`config.mk`:
```
export PLATFORM = sky130hd
export DESIGN_NAME = accel_seq_ctrl
export DESIGN_NICKNAME = d
export VERILOG_FILES = /design/src/rtl/accel_seq_ctrl.sv
export SDC_FILE = /design/constraint.sdc
export NUM_CORES = 1
export LEC_CHECK = 0
export CORE_MARGIN = 2
export CORE_UTILIZATION = 35
export DETAILED_ROUTE_END_ITERATION = 10
export SETUP_SLACK_MARGIN = 0.4
export SYNTH_ARGS = -nofsm -noshare
export SYNTH_HDL_FRONTEND = slang
export SYNTH_SLANG_ARGS = --single-unit
```
`constraint.sdc`:
```
create_clock -name i_clk -period 2.81 [get_ports i_clk]
set_clock_uncertainty 0.15 [all_clocks]
set_input_delay 0.4215 -clock i_clk [delete_from_list [all_inputs] [get_ports i_clk]]
set_output_delay 0.4215 -clock i_clk [all_outputs]
set_load 0.05 [all_outputs]
```
`src/rtl/accel_seq_ctrl.sv`:
```
// rtl/accel_seq_ctrl.sv - register-file sequencer: writes five operands, waits LAT cycles, reads two result words.
// Optional ACCEL_CTRL_PERF_CNT_EN adds saturating response/stall counters.
module accel_seq_ctrl #(
    parameter int N            = 32,
    parameter int RF_ADDR_BITS = 3,
    parameter int LAT          = 8
) (
    input  logic                    i_clk,
    input  logic                    i_reset,
    input  logic                    i_cmd_valid,
    output logic                    o_cmd_ready,
    input  logic [N-1:0]            i_op_a,
    input  logic [N-1:0]            i_op_b,
    input  logic [N-1:0]            i_op_k,
    input  logic [N-1:0]            i_op_x,
    input  logic [N-1:0]            i_op_c,
    output logic                    o_rsp_valid,
    input  logic                    i_rsp_ready,
    output logic [2*N-1:0]          o_rsp_data,
    output logic [RF_ADDR_BITS-1:0] o_rf_addr,
    output logic [N-1:0]            o_rf_data,
    output logic                    o_rf_we,
    input  logic [N-1:0]            i_rf_data,
`ifdef ACCEL_CTRL_PERF_CNT_EN
    output logic [15:0]             o_perf_ops,
    output logic [15:0]             o_perf_stall,
`endif
    output logic                    o_busy
);

    typedef enum logic [2:0] {
        S_IDLE, S_WR, S_WAIT, S_RD_LO, S_RD_HI, S_CAP, S_RESP
    } state_e;

    localparam logic [7:0] WAIT_INIT = 8'(LAT - 1);

    state_e         state_q, state_d;
    logic [2:0]     wr_cnt_q, wr_cnt_d;
    logic [7:0]     wait_cnt_q, wait_cnt_d;
    logic [N-1:0]   a_q, b_q, k_q, x_q, c_q;
    logic [N-1:0]   res_lo_q, res_hi_q;
    logic           cmd_hs;

    assign cmd_hs = (state_q == S_IDLE) && i_cmd_valid;

    always_ff @(posedge i_clk or negedge i_reset) begin
        if (!i_reset) begin
            state_q    <= S_IDLE;
            wr_cnt_q   <= '0;
            wait_cnt_q <= '0;
            a_q        <= '0;
            b_q        <= '0;
            k_q        <= '0;
            x_q        <= '0;
            c_q        <= '0;
            res_lo_q   <= '0;
            res_hi_q   <= '0;
        end else begin
            state_q    <= state_d;
            wr_cnt_q   <= wr_cnt_d;
            wait_cnt_q <= wait_cnt_d;
            if (cmd_hs) begin
                a_q <= i_op_a;
                b_q <= i_op_b;
                k_q <= i_op_k;
                x_q <= i_op_x;
                c_q <= i_op_c;
            end
            // Register file returns data one cycle after the address, so each word lands a state later.
            if (state_q == S_RD_HI) res_lo_q <= i_rf_data;
            if (state_q == S_CAP)   res_hi_q <= i_rf_data;
        end
    end

    always_comb begin
        state_d    = state_q;
        wr_cnt_d   = wr_cnt_q;
        wait_cnt_d = wait_cnt_q;
        unique case (state_q)
            S_IDLE: begin
                if (i_cmd_valid) begin
                    state_d  = S_WR;
                    wr_cnt_d = '0;
                end
            end
            S_WR: begin
                if (wr_cnt_q == 3'd4) begin
                    state_d    = S_WAIT;
                    wr_cnt_d   = '0;
                    wait_cnt_d = WAIT_INIT;
                end else begin
                    wr_cnt_d = wr_cnt_q + 3'd1;
                end
            end
            S_WAIT: begin
                if (wait_cnt_q == 8'd0) state_d = S_RD_LO;
                else                    wait_cnt_d = wait_cnt_q - 8'd1;
            end
            S_RD_LO: state_d = S_RD_HI;
            S_RD_HI: state_d = S_CAP;
            S_CAP:   state_d = S_RESP;
            S_RESP:  if (i_rsp_ready) state_d = S_IDLE;
            default: state_d = S_IDLE;
        endcase
    end

    always_comb begin
        o_rf_addr = '0;
        o_rf_data = '0;
        o_rf_we   = 1'b0;
        unique case (state_q)
            S_WR: begin
                o_rf_we   = 1'b1;
                o_rf_addr = RF_ADDR_BITS'(wr_cnt_q);
                case (wr_cnt_q)
                    3'd0:    o_rf_data = a_q;
                    3'd1:    o_rf_data = b_q;
                    3'd2:    o_rf_data = k_q;
                    3'd3:    o_rf_data = x_q;
                    default: o_rf_data = c_q;
                endcase
            end
            S_WAIT, S_RD_LO: o_rf_addr = RF_ADDR_BITS'(5);
            S_RD_HI:         o_rf_addr = RF_ADDR_BITS'(6);
            default: ;
        endcase
    end

    assign o_cmd_ready = (state_q == S_IDLE);
    assign o_busy      = (state_q != S_IDLE);
    assign o_rsp_valid = (state_q == S_RESP);
    assign o_rsp_data  = {res_hi_q, res_lo_q};

`ifdef ACCEL_CTRL_PERF_CNT_EN
    logic [15:0] perf_ops_q, perf_stall_q;

    always_ff @(posedge i_clk or negedge i_reset) begin
        if (!i_reset) begin
            perf_ops_q   <= '0;
            perf_stall_q <= '0;
        end else if (state_q == S_RESP) begin
            if (i_rsp_ready) begin
                if (perf_ops_q != 16'hFFFF) perf_ops_q <= perf_ops_q + 16'd1;
            end else begin
                if (perf_stall_q != 16'hFFFF) perf_stall_q <= perf_stall_q + 16'd1;
            end
        end
    end

    assign o_perf_ops   = perf_ops_q;
    assign o_perf_stall = perf_stall_q;
`else
    // Counters are not built in this configuration.
`endif

endmodule

```
==> flow_summary.yaml, run 1 <==
drt:
  m1WireLength_mm: 12.68
  drt-initial-drc-count: 278
  vias: 7245
  vias_per_cell: 4.983
  dr.pass1.iters: 4
  route.met2.wl_mm: 14.90
  wl_mm: 29.89
  drc_errors: 0
  dr_wl_met3_mm: 1.641
  drt-wirelength-per-cell_um: 20.56
  highest_layer: "met5"
  postRouteAntennaNets: 0
clocking:
  clockBufferDepth: 3
  worstSkewPairLatency_ns: 0.53
  cts_buffers: 28
  htreeDepth: 1
  clk_pin_slew_ns: 0.06
  clock_sinks: 238
  cts_root_buffer: "clkbuf_16"
  cts_tree: "yes"
layout:
  stdcell_area_um2: 15990
  final_nets: 1249
  areaGrowthSynthToFinish_pct: 57.93
  multi_input_area_um2: 4683
  drive_above_1_share: 0.4157
  utilization: 0.5586
  seq_area_um2: 5961
  fillCellCount: 2325
timing:
  setup_viol: 32
  fmax_ghz: 0.3238
  hold_viol_final: 0
  relSlewSlack: 0.6283
  slew_viol_final: 0
  finalCritPeriodShare: 1.099
  worstMarginPinSlew_ns: 0.5558
  rsz0062_at_grt: "yes"
  fin_crit_ns: 3.088
  setup_ws_ns: -0.2784
min_path:
  hp-class: "input pin to asynchronous set/reset pin"
floorplan:
  std_cell_rows: 62
  ioPinCount: 299
  chipWidth_um: 174.1
  die_h_um: 174.1
  die-area_um2: 30300
  start_util: 0.3537
  core_area_um2: 28630
logic_synthesis:
  ys_async_sr_fraction: 1.000
  synth-edff-count: 0
  ys.warnings.count: 0
  synth_ff_type: "dfrtp_1"
  ys_seq_area_frac: 0.5882
  synth_common_cells: "dfrtp_1 (238), mux2_2 (214), a22oi_1 (64), nand2_1 (43), a31oi_1 (33)"
  netlist_instances: 728
  synth.distinct_cells: 41
  synth_top_area_frac: 0.5882
  syn_area_per_cell_um2: 13.91
  synth_most_common_cell: "dfrtp_1"
  synth_area_leader_cell: "dfrtp_1"
  ys_ff_latch: 238
  synth_area_leaders: "dfrtp_1 (59%), mux2_2 (24%), a22oi_1 (4.7%)"
  synth_area_um2: 10120
  syn_nets: 931
global_route:
  grt_overflow: 0
  grt_pass1_wl_mm: 46.42
  grt_pass1_vias: 7747
  grtUsageTotal: 0.1963
  grt_start_max_net_pins: 69
  antenna_found_initial: 5
status:
  violations: "setup timing"
  outcome: "finished with violations"
power_and_ir_drop:
  power_leakage_nw: 6.374
  clockPowerShare: 0.174
  seqPwrFrac: 0.283
  switchingPower_mw: 9.163
  power.density_nw_per_um2: 1391
  power.total_mw: 22.25
  p_int_mw: 13.09
  switching_share: 0.4118
  ir_drop_mv: 0.6608
  p_comb_frac: 0.543
setup_path:
  arrival_ns: 2.52
  required_ns: 2.24
  worstSetupEndpointType: "primary output"
  r2r_start: "state_q[2]$_DFFE_PN0P_"
  crit_type: "flop to primary output"
  path_max_fanout: 5
  reg2reg_depth: 5
  r2r-end: "a_q[27]$_DFFE_PN0P_"
  ff2ff_setup_slack_ns: 0.55
  start_kind: "flop"
placed_design:
  placed_cell_area_um2: 14520
  port_buffers: 298
  gp_congestion: 0.7772
  post-dp-hpwl_mm: 20.46
flow_run:
  maxCapViolations: 0
==> timing repair <==
| item | 4_1_cts | 5_1_grt |
|---|---|---|
| hold buffers | 1 | 0 |
| gates cloned | 2 | 1 |
| setup endpoints to repair | 40 | 35 |
| buffers inserted | 10 | 3 |
| gates resized for setup | 60 | 30 |
| pin swaps | 24 | 18 |
| hold endpoints to repair | 63 | 0 |
==> flip-flops by register name, summed over array words and instances (netlist names) <==
register    flops
a_q            32
b_q            32
c_q            32
k_q            32
res_hi_q       32
res_lo_q       32
state_q         3
wait_cnt_q      8
wr_cnt_q        3
x_q            32
==> critical path, stage by stage, from the launching register on <==
cell       delay (ns)
dfrtp_1          0.42
buf_4            0.15
ha_2             0.19
ha_4             0.17
nor4_4           0.15
buf_6            0.20
buf_12           0.12
clkbuf_16        0.15
nand2_1          0.09
a31oi_4          0.19
buf_12           0.16
==> per-stage QoR <==
step                      worst slack [ns]  setup TNS, ns  std cells  hold WS, ns
after global routing               -0.3560         -9.229       1452       0.3222
after detailed placement            0.1467              0       1383       0.2764
final                              -0.2784         -6.736       1454       0.3000
after CTS                          -0.2869         -7.509       1448       0.3014
after floorplan                     0.3199              0        728     -0.02409
after global placement              0.1860              0       1383       0.2767
==> worst max-delay path by stage <==
stage	startpoint	end	slack, ns	cells past startpoint
after floorplan	state_q[2]$_DFFE_PN0P_	o_rf_data[10]	0.32	4
after global placement	wr_cnt_q[1]$_DFFE_PN0P_	o_rf_data[10]	0.19	8
after detailed placement	wr_cnt_q[1]$_DFFE_PN0P_	o_rf_data[30]	0.15	7
after CTS	wr_cnt_q[1]$_DFFE_PN0P_	o_rf_data[4]	-0.29	9
after global routing	wr_cnt_q[1]$_DFFE_PN0P_	o_rf_data[21]	-0.36	10
final	wr_cnt_q[1]$_DFFE_PN0P_	o_rf_data[3]	-0.28	10
==> area by class of cell <==
cell class	instances	area share
repair buffers	339	0.2395
clock buffers	39	0.05211
clock inverters	13	0.01049
inverters	8	0.001878
multi-input cells	431	0.2929
diodes	2	0.0003130
flip-flops and latches	238	0.3728
well taps	384	0.03005
==> power groups by stage <==
stage | Sequential, mW | Clock, mW | Combinational, mW
after floorplan | 7.64 | 0 | 5.84
after global placement | 6.29 | 0 | 11.1
after detailed placement | 6.31 | 0 | 11.2
after CTS | 6.25 | 3.97 | 12.0
after global routing | 6.52 | 4.13 | 12.7
final | 6.29 | 3.87 | 12.1
==> cells by family (layout without fill, tap and decap cells) <==
kind of cell	after synthesis	count (layout)	share of synthesized area
simple gates	75	75	0.03868
fa+ha+maj	7	7	0.008650
xor+xnor	1	1	0.0008652
mux	226	226	0.2514
compound gates	122	122	0.08490
other cells	0	2	0
buf+inv	59	399	0.02731
flops	238	238	0.5882
==> per-layer routing <==
layer  GRT usage  vias to the layer above
li1            -                     3314
met1      0.2519                     3702
met2      0.3335                      178
met3     0.04856                       45
met4     0.04867                        6
met5           0                        -
==> cells in the final DEF (no fill, tap or decap), types with 6 or more instances in the layout <==
master / instances
buf_12: 43
mux2_2: 214
clkbuf_16: 30
nand2_1: 16
nand2_4: 16
nand2_2: 10
clkbuf_8: 7
mux2_1: 12
nor2_1: 7
clkdlybuf4s50_1: 258
clkinv_2: 8
a22oi_1: 48
a21oi_1: 7
dfrtp_1: 234
a31oi_4: 32
a22oi_2: 16
o21ai_0: 6
buf_4: 21
Power figures use the tool's default switching activity.
==> run 2: changes to the inputs <==
- CORE_UTILIZATION: 35 -> 48
- PLACE_DENSITY: not set -> 0.81
==> run 2 against run 1 <==
Net effect:
- the flow still finishes with violations (setup timing)
- routed wire length shrank 1.8%
- die area shrank 27%
- global-route usage rose by 7.0 points
- flip-flop and latch count is the same
- first-iteration DRC count up 12%
- worst setup slack gained 0.0068 ns
- register-to-register slack worse by 0.10 ns
- largest cell class unchanged
==> flow_summary.yaml, run 2 (synthesis gave the netlist of run 1 again) <==
timing:
  setup_viol: 32
  fmax_ghz: 0.3245
  whs_ns: 0.2655
  setup_ws_ns: -0.2716
  slew_viol_final: 0
  hold_viol_final: 0
  rsz0062_at_grt: "yes"
  relSlewSlack: 0.6273
  worstMarginPinSlew_ns: 0.5572
  fin_crit_ns: 3.082
  finalCritPeriodShare: 1.097
status:
  violations: "setup timing"
  outcome: "finished with violations"
setup_path:
  arrival_ns: 2.51
  path_max_fanout: 7
  slowest_delay_ns: 0.43
  worstSetupEndpointType: "primary output"
  cp_cell_sequence: "ha_2 -> ha_4 -> nor4_4 -> buf_4 -> buf_12 -> buf_16 -> nand2_8 -> a31oi_4 -> buf_12"
  slowest_stage: "dfrtp_2"
  path_common_cell: "buf_12"
  start_kind: "flop"
  crit_type: "flop to primary output"
  required_ns: 2.24
placed_design:
  post-dp-hpwl_mm: 19.60
  gp_congestion: 0.7926
  placed_cell_area_um2: 14420
  port_buffers: 298
floorplan:
  die-area_um2: 22270
  die_h_um: 149.2
  std_cell_rows: 53
  ioPinCount: 299
  chipWidth_um: 149.2
  start_util: 0.4847
  core_area_um2: 20890
drt:
  drc_errors: 0
  dr_wl_met3_mm: 2.745
  route.met2.wl_mm: 14.41
  postRouteAntennaNets: 0
  dr.pass1.iters: 4
  drt-initial-drc-count: 312
  highest_layer: "met4"
  vias: 7380
  drt-wirelength-per-cell_um: 21.72
  vias_per_cell: 5.463
  wl_mm: 29.34
  m1WireLength_mm: 11.17
global_route:
  grt_pass1_wl_mm: 45.60
  grt_overflow: 0
  grt_start_max_net_pins: 74
  grtUsageTotal: 0.2663
  antenna_found_initial: 1
  grt_pass1_vias: 8091
clocking:
  clock_sinks: 238
  cts_root_buffer: "clkbuf_16"
  clk_pin_slew_ns: 0.06
  clockBufferDepth: 3
  worstSkewPairLatency_ns: 0.52
  htreeDepth: 1
  cts_buffers: 26
  cts_tree: "yes"
power_and_ir_drop:
  power_leakage_nw: 6.372
  power.density_nw_per_um2: 1395
  ir_drop_mv: 0.9803
  power.total_mw: 22.02
layout:
  final_nets: 1258
  final_common_cell: "clkdlybuf4s50_1"
  fillCellCount: 1306
  areaGrowthSynthToFinish_pct: 55.88
  stdcell_area_um2: 15780
  drive_above_1_share: 0.3985
  layout_common_cells: "clkdlybuf4s50_1 (258), dfrtp_1 (234), mux2_2 (211), a22oi_1 (62), buf_12 (46)"
flow_run:
  maxCapViolations: 0
min_path:
  hp-class: "input pin to asynchronous set/reset pin"
[run 2: power by group]
group	switching, mW	total [mW]	internal (mW)
Sequential	1.06	6.26	5.20
Clock	1.36	3.54	2.17
Combinational	6.67	12.2	5.55
Total	9.10	22.0	12.9
[run 2: path summary, 6_finish.rpt]
| kind | start | endpoint | slack [ns] | depth (start not counted) |
|---|---|---|---|---|
| setup / recovery | wr_cnt_q[0]$_DFFE_PN0P_ | o_rf_data[21] | -0.27 | 9 |
| hold / removal | i_reset | c_q[16]$_DFFE_PN0P_ | 0.27 | 2 |
| setup reg to reg | state_q[0]$_DFFE_PN0P_ | c_q[15]$_DFFE_PN0P_ | 0.45 | 6 |
| hold reg to reg | b_q[19]$_DFFE_PN0P_ | b_q[19]$_DFFE_PN0P_ | 0.34 | 1 |
| max in group asynchronous | i_reset | wr_cnt_q[0]$_DFFE_PN0P_ | 1.46 | 3 |
| min in group i_clk | b_q[19]$_DFFE_PN0P_ | b_q[19]$_DFFE_PN0P_ | 0.34 | 1 |
[run 2: metal layers]
metal,vias to the layer above,GRT usage
li1,3328,-
met4,0,0.09476
met2,306,0.4468
met5,-,0
met1,3690,0.3253
met3,56,0.08410
[run 2: cell type report]
| type | instances | area, um2 | share of cell area |
|---|---|---|---|
| flip-flops and latches | 238 | 5961 | 0.3777 |
| well taps | 275 | 344.1 | 0.02180 |
| diodes | 2 | 5.005 | 0.0003171 |
| multi-input cells | 431 | 4606 | 0.2918 |
| repair buffers | 350 | 3926 | 0.2488 |
| clock buffers | 40 | 814.5 | 0.05161 |
| clock inverters | 7 | 91.34 | 0.005787 |
| inverters | 8 | 35.03 | 0.002220 |
[run 2: metrics by stage]
stage          utilization  setup TNS (ns)  std cells  setup WS, ns
2_1_floorplan            -               0        728        0.3199
3_3_place_gp        0.6901               0       1274        0.3307
3_5_place_dp        0.6901               0       1274        0.2933
4_1_cts             0.7513          -6.012       1343       -0.2275
5_1_grt             0.7553          -9.685       1349       -0.3608
6_report            0.7556          -6.820       1351       -0.2716
[run 2: repair_timing]
item                                    in CTS  in global routing
endpoints found under the setup margin      38                 34
gates cloned                                 3                  0
setup buffers                               18                  6
endpoints found under the hold margin       50                  0
hold buffers                                 1                  0
gates resized for setup                     57                 13
pin swaps                                   27                 17
[run 2: critical path, delay by kind of cell (launching register included)]
family	cells	cell delay, ns
AO/OA/AOI/OAI	1	0.19
buffers and inverters	4	0.63
AND/OR/NAND/NOR	2	0.36
flip-flops	1	0.43
adder cells (fa/ha/maj)	2	0.38
==> RTL change 1: new RTL, settings of run 1 <==
Encoding of `state_e`: now Gray code (3 bits for 7 states).
--- a/src/rtl/accel_seq_ctrl.sv
+++ b/src/rtl/accel_seq_ctrl.sv
@@ -30,5 +30,5 @@
 
     typedef enum logic [2:0] {
-        S_IDLE, S_WR, S_WAIT, S_RD_LO, S_RD_HI, S_CAP, S_RESP
+        S_IDLE = 3'b000, S_WR = 3'b001, S_WAIT = 3'b011, S_RD_LO = 3'b010, S_RD_HI = 3'b110, S_CAP = 3'b111, S_RESP = 3'b101
     } state_e;
 
Formal check against the unedited RTL: same outputs for any inputs over 10 cycles, from zero or initial values and one cycle with i_reset low; not proved beyond that.
==> RTL change 1 against run 1 <==
Largest cell class unchanged; wire length decreased by 0.98%; cell area decreased by 0.99%; setup slack improved by 0.030 ns; count of clock-buffer cells in the layout increased by 2; synthesized area increased by 0.11%; the flow still finishes with violations (negative setup slack); sequential cell count unchanged; critical endpoint is now o_rf_data[18]; largest power group unchanged; fmax increased by 0.98%; critical path depth unchanged; sequential share of layout area increased by 0.37 points; critical path type unchanged; register-to-register slack improved by 0.04 ns; total power decreased by 1.1%.
==> RTL change 1: results (changes against run 1) <==
Critical R2R Launch: state_q[2]$_DFFE_PN0P_
Dpl ws: 0.324 ns (+0.177 ns)
Fin Setup TNS: -6.18 ns (+0.555 ns)
CP max stage delay: 0.41 ns
Hold wc startpoint: i_op_k[15]
Worst path slowest cell: dfrtp_1
DRC violations left: 0 (unchanged)
Failing checks: negative setup slack
Vias in the first global route: 7,862 (+1.5%)
CP top delay family: buffers and inverters
Layout cells sized above 1: 35.9% (-5.6 points)
Drt initial violations: 327 (+18%)
Cts bufs inserted: 27 (-3.6%)
Post-synthesis sequential area ratio: 58.8% (-0.065 points)
Ys flop type: dfrtp_1
Distinct cell type count after synthesis: 36 (-12%)
TritonRoute pass-1 iters: 5 (+1)
First-pass GRT wire length: 46,600 um (+0.46%)
Post-synth EDFFs: 0 (unchanged)
Clock slew at reported path FFs: 0.06 ns (about the same)
Crit. Startpoint: wr_cnt_q[1]$_DFFE_PN0P_
Largest net degree at the start of global routing: 80 (+16%)
Port Buffers: 298 (unchanged)
GRT Util Overall: 19.7% (+0.064 points)
Fin nets: 1,256 (+0.56%)
Commonest cells post-synth: dfrtp_1 (238), mux2_2 (178), a22oi_1 (64), mux2_1 (46), nand2_1 (38)
Cell count after placement: 1,381 (-0.14%)
Relative slew slack: 52.1% (-11 points)
CTS Root Cell: clkbuf_16
DR vias/cell: 5.02 (+0.83%)
Longest Clk Path Bufs: 3 (unchanged)
Syn_nets: 930 (-0.11%)
Leak: 6.35 nW (-0.39%)
Cells after Synth: 727 (-0.14%)
Post-synth ARST share: 100% (unchanged)
Post-DR wirelength/cell: 20.3 um (-1.2%)
Post-DP HPWL: 20,100 um (-1.9%)
Top cells by area, synth: dfrtp_1 (59%), mux2_2 (20%), mux2_1 (5.1%)
GPL Wtd Cong: 0.756 (-2.7%)
Setup ws final: -0.248 ns (+0.0301 ns)
# fillers: 2,379 (+2.3%)
Antenna violations before repair: 3 (-2)
Final wirelength: 29,600 um (-0.98%)
H-tree level count: 1 (unchanged)
Clk_lat worst skew: 0.53 ns (about the same)
Setup violators final: 32 (unchanged)
Crit path max fanout: 8 (+3)
Max VDD drop: 696 uV (+5.3%)
Status: finished, violations left
Class of the worst hold path: in2reg
Synth warnings: 0 (unchanged)
RTL change 1: changes by cell type after synthesis, moves of 3 or more:
cell,run 1,this run
mux2_2,214,178
mux2_1,12,46
buf_6,0,9
a21oi_1,7,12
buf_4,9,4
clkbuf_1,23,18
nand2_1,43,38
inv_1,7,10
o21ai_0,6,9
o31ai_1,4,1
RTL change 1: layout make-up:
cell class	instances	area [um^2]	area share, %
antenna	2	5.00	0.0316
sequential	238	5960	37.6
tap	384	480	3.03
multi-input combinational	428	4590	29.0
inverter	11	41.3	0.261
clock inverter	6	80.1	0.506
clock buffer	41	768	4.85
timing repair buffer	347	3910	24.7
RTL change 1: worst paths after layout:
check / slack (ns) / depth (start not counted) / end
setup / recovery: -0.25 / 10 / o_rf_data[18]
hold / removal: 0.33 / 2 / k_q[15]$_DFFE_PN0P_
setup reg to reg: 0.59 / 6 / wait_cnt_q[7]$_DFFE_PN0P_
hold reg to reg: 0.34 / 1 / b_q[25]$_DFFE_PN0P_
max in group asynchronous: 1.45 / 3 / state_q[1]$_DFFE_PN0P_
min in group asynchronous: 0.35 / 2 / c_q[14]$_DFFE_PN0P_
RTL change 1: logic make-up (layout without fill, tap and decap cells):
family	Yosys count	count (layout)	synth area share (%)
DFF	238	238	58.8
muxes	224	224	24.9
AOI/OAI and AO/OA	130	130	8.79
and+or+nand+nor	67	67	3.39
buffers and inverters	61	405	3.31
adders and majority gates	7	7	0.864
other	0	2	0
RTL change 1: repair_timing:
action / in CTS / in global routing
pin swaps: 35 / 28
gates cloned: 4 / 0
hold endpoints to repair: 73 / 0
hold buffers: 1 / 0
buffers inserted: 17 / 5
gates resized for setup: 69 / 17
endpoints found under the setup margin: 39 / 35
RTL change 1: through the flow:
step	utilization, %	instance area (um^2)
2_1_floorplan	-	10600
4_1_cts	55.0	15700
6_report	55.3	15800
3_3_place_gp	50.5	14500
5_1_grt	55.3	15800
3_5_place_dp	50.5	14500
RTL change 1: metal layers:
metal / routed length, um / vias to the layer above / track usage [%] / part of all wire [%]
met3: 2010 / 30 / 4.81 / 6.8
met5: 0 / - / 0 / 0
met1: 12700 / 3758 / 26.6 / 43
met2: 14500 / 208 / 32.4 / 49
li1: - / 3324 / - / -
met4: 393 / 0 / 3.92 / 1.3
RTL change 1: power by group:
| group | total (mW) | switching (mW) | internal, mW |
|---|---|---|---|
| Combinational | 12.4 | 6.86 | 5.52 |
| Sequential | 6.19 | 1.00 | 5.19 |
| Clock | 3.42 | 1.37 | 2.05 |
| Total | 22.0 | 9.24 | 12.8 |
==> RTL change 2: new RTL, config.mk and constraints of run 1 <==
Made on the original files. The parameter `RF_ADDR_BITS` goes from 3 to 2.
--- a/src/rtl/accel_seq_ctrl.sv
+++ b/src/rtl/accel_seq_ctrl.sv
@@ -3,5 +3,5 @@
 module accel_seq_ctrl #(
     parameter int N            = 32,
-    parameter int RF_ADDR_BITS = 3,
+    parameter int RF_ADDR_BITS = 2,
     parameter int LAT          = 8
 ) (
Ports: changed (resized o_rf_addr); port bits go from 299 to 298. The function was not compared with the original's and may differ.
==> RTL change 2 against run 1 <==
The flow still finishes with violations (negative setup slack); cell count up 0.21%; non-clock buffer count up 5; utilization down 1.3 points; sequential cell count unchanged; synthesized area up 2.6%; total power up 1.3%; cell area up 0.41%; setup slack better by 0.034 ns; combinational power up 7%; die area up 2.5%; wire length down 1.2%; critical path type unchanged; critical endpoint is now o_rf_data[2].
==> RTL change 2: results (changes against run 1) <==
Critical R2R Launch: state_q[1]$_DFFE_PN0P_
Distinct cell type count after synthesis: 40 (-2.4%)
R2R setup slack: 0.57 ns (+0.02 ns)
Worst path slowest cell: dfrtp_2
Cts bufs inserted: 27 (-3.6%)
Top cells by area, synth: dfrtp_1 (57%), mux2_2 (16%), mux2_4 (9.7%)
Setup violators final: 32 (unchanged)
Port Buffers: 297 (-0.34%)
CP top delay family: buffers and inverters
GRT Util Overall: 18.7% (-0.97 points)
Antenna violations before repair: 2 (-3)
Leak: 6.52 nW (+2.3%)
First-pass GRT wire length: 45,300 um (-2.3%)
Largest net degree at the start of global routing: 60 (-13%)
Post-DP HPWL: 20,000 um (-2.3%)
Critical R2R Capture: a_q[25]$_DFFE_PN0P_
Drt initial violations: 322 (+16%)
Cell count after placement: 1,385 (+0.14%)
Class of the worst hold path: in2async
Clock slew at reported path FFs: 0.06 ns (about the same)
Layout cells sized above 1: 40.9% (-0.63 points)
WP data arrival: 2.48 ns (-0.04 ns)
Dpl ws: 0.239 ns (+0.0923 ns)
Reg2reg path depth: 5 (unchanged)
Fin nets: 1,248 (-0.080%)
Max VDD drop: 818 uV (+24%)
CTS Root Cell: clkbuf_16
Longest Clk Path Bufs: 3 (unchanged)
Post-synth ARST share: 100% (unchanged)
Crit path max fanout: 7 (+2)
Synthesized area per cell: 14.4 um^2 (+3.3%)
Cell Int Power: 13.2 mW (+0.96%)
Failing checks: negative setup slack
Syn_nets: 926 (-0.54%)
Post-synthesis sequential area ratio: 57.4% (-1.5 points)
TritonRoute pass-1 iters: 4 (unchanged)
Post-DR wirelength/cell: 20.3 um (-1.4%)
Commonest cells post-synth: dfrtp_1 (238), mux2_2 (151), mux2_4 (67), a22oi_1 (64), nand2_1 (41)
Setup ws final: -0.244 ns (+0.0342 ns)
CP max stage delay: 0.42 ns (about the same)
Worst-margin pin slew: 0.552 ns (-0.00395 ns)
Status: finished, violations left
DR vias/cell: 4.91 (-1.5%)
GPL Wtd Cong: 0.778 (+0.12%)
Synth warnings: 0 (unchanged)
Final Instance Count excl. Fillers: 1,457 (+0.21%)
Vias in the first global route: 7,674 (-0.94%)
Clk_lat worst skew: 0.52 ns
H-tree level count: 1 (unchanged)
## RTL change 2: power by group through the flow
stage	logic [mW]	registers (mW)	clock network (mW)
2_1_floorplan	6.41	7.66	0
3_3_place_gp	11.9	6.25	0
3_5_place_dp	12.0	6.25	0
4_1_cts	12.8	6.25	3.54
5_1_grt	13.5	6.48	3.68
6_report	12.9	6.25	3.42
## RTL change 2: cell families after synthesis
kind of cell               share of synthesized area [%]
and+or+nand+nor                                     3.59
AOI/OAI and AO/OA                                   7.95
adders and majority gates                          0.843
muxes                                               27.1
buffers and inverters                               3.13
DFF                                                 57.4
## RTL change 2: repair_timing
item / 4_1_cts / 5_1_grt
hold endpoints to repair: 55 / 0
hold buffers: 1 / 0
pin swaps: 20 / 16
cloned: 2 / 1
setup endpoints to repair: 37 / 33
gates resized for setup: 51 / 13
setup buffers: 12 / 5
## RTL change 2: stage by stage
step	hold WS [ns]	TNS, ns	instance area [um^2]
after floorplan	-0.0241	0	10900
after global placement	0.252	0	14800
after detailed placement	0.254	0	14800
after CTS	0.277	-6.20	15900
after global routing	0.309	-9.20	16100
final	0.281	-6.26	16100
## RTL change 2: worst max-delay path by stage
stage,to,cells past startpoint,start,slack (ns)
global placement,o_rf_data[31],8,wr_cnt_q[0]$_DFFE_PN0P_,0.31
detailed placement,o_rf_data[31],8,wr_cnt_q[0]$_DFFE_PN0P_,0.24
finish,o_rf_data[2],10,wr_cnt_q[1]$_DFFE_PN0P_,-0.24
global route,o_rf_data[2],10,wr_cnt_q[1]$_DFFE_PN0P_,-0.34
CTS,o_rf_data[5],10,wr_cnt_q[0]$_DFFE_PN0P_,-0.24
floorplan,o_rf_data[10],4,state_q[0]$_DFFE_PN0P_,0.32
## RTL change 2: cell type report
type	instances	area, um^2
inverters	9	33.8
fillers	2423	13300
clock buffers	37	763
well taps	390	488
flip-flops and latches	238	5960
repair buffers	344	3900
diodes	2	5.00
multi-input cells	425	4810
clock inverters	12	97.6
## RTL change 2: layer usage
metal  global-route usage [%]  up-vias  share of wire [%]
li1                         -     3291                  -
met1                     24.5     3600                 43
met4                     3.99        4                2.1
met5                        0        -              0.088
met3                     5.56       45                7.7
met2                     30.6      210                 47
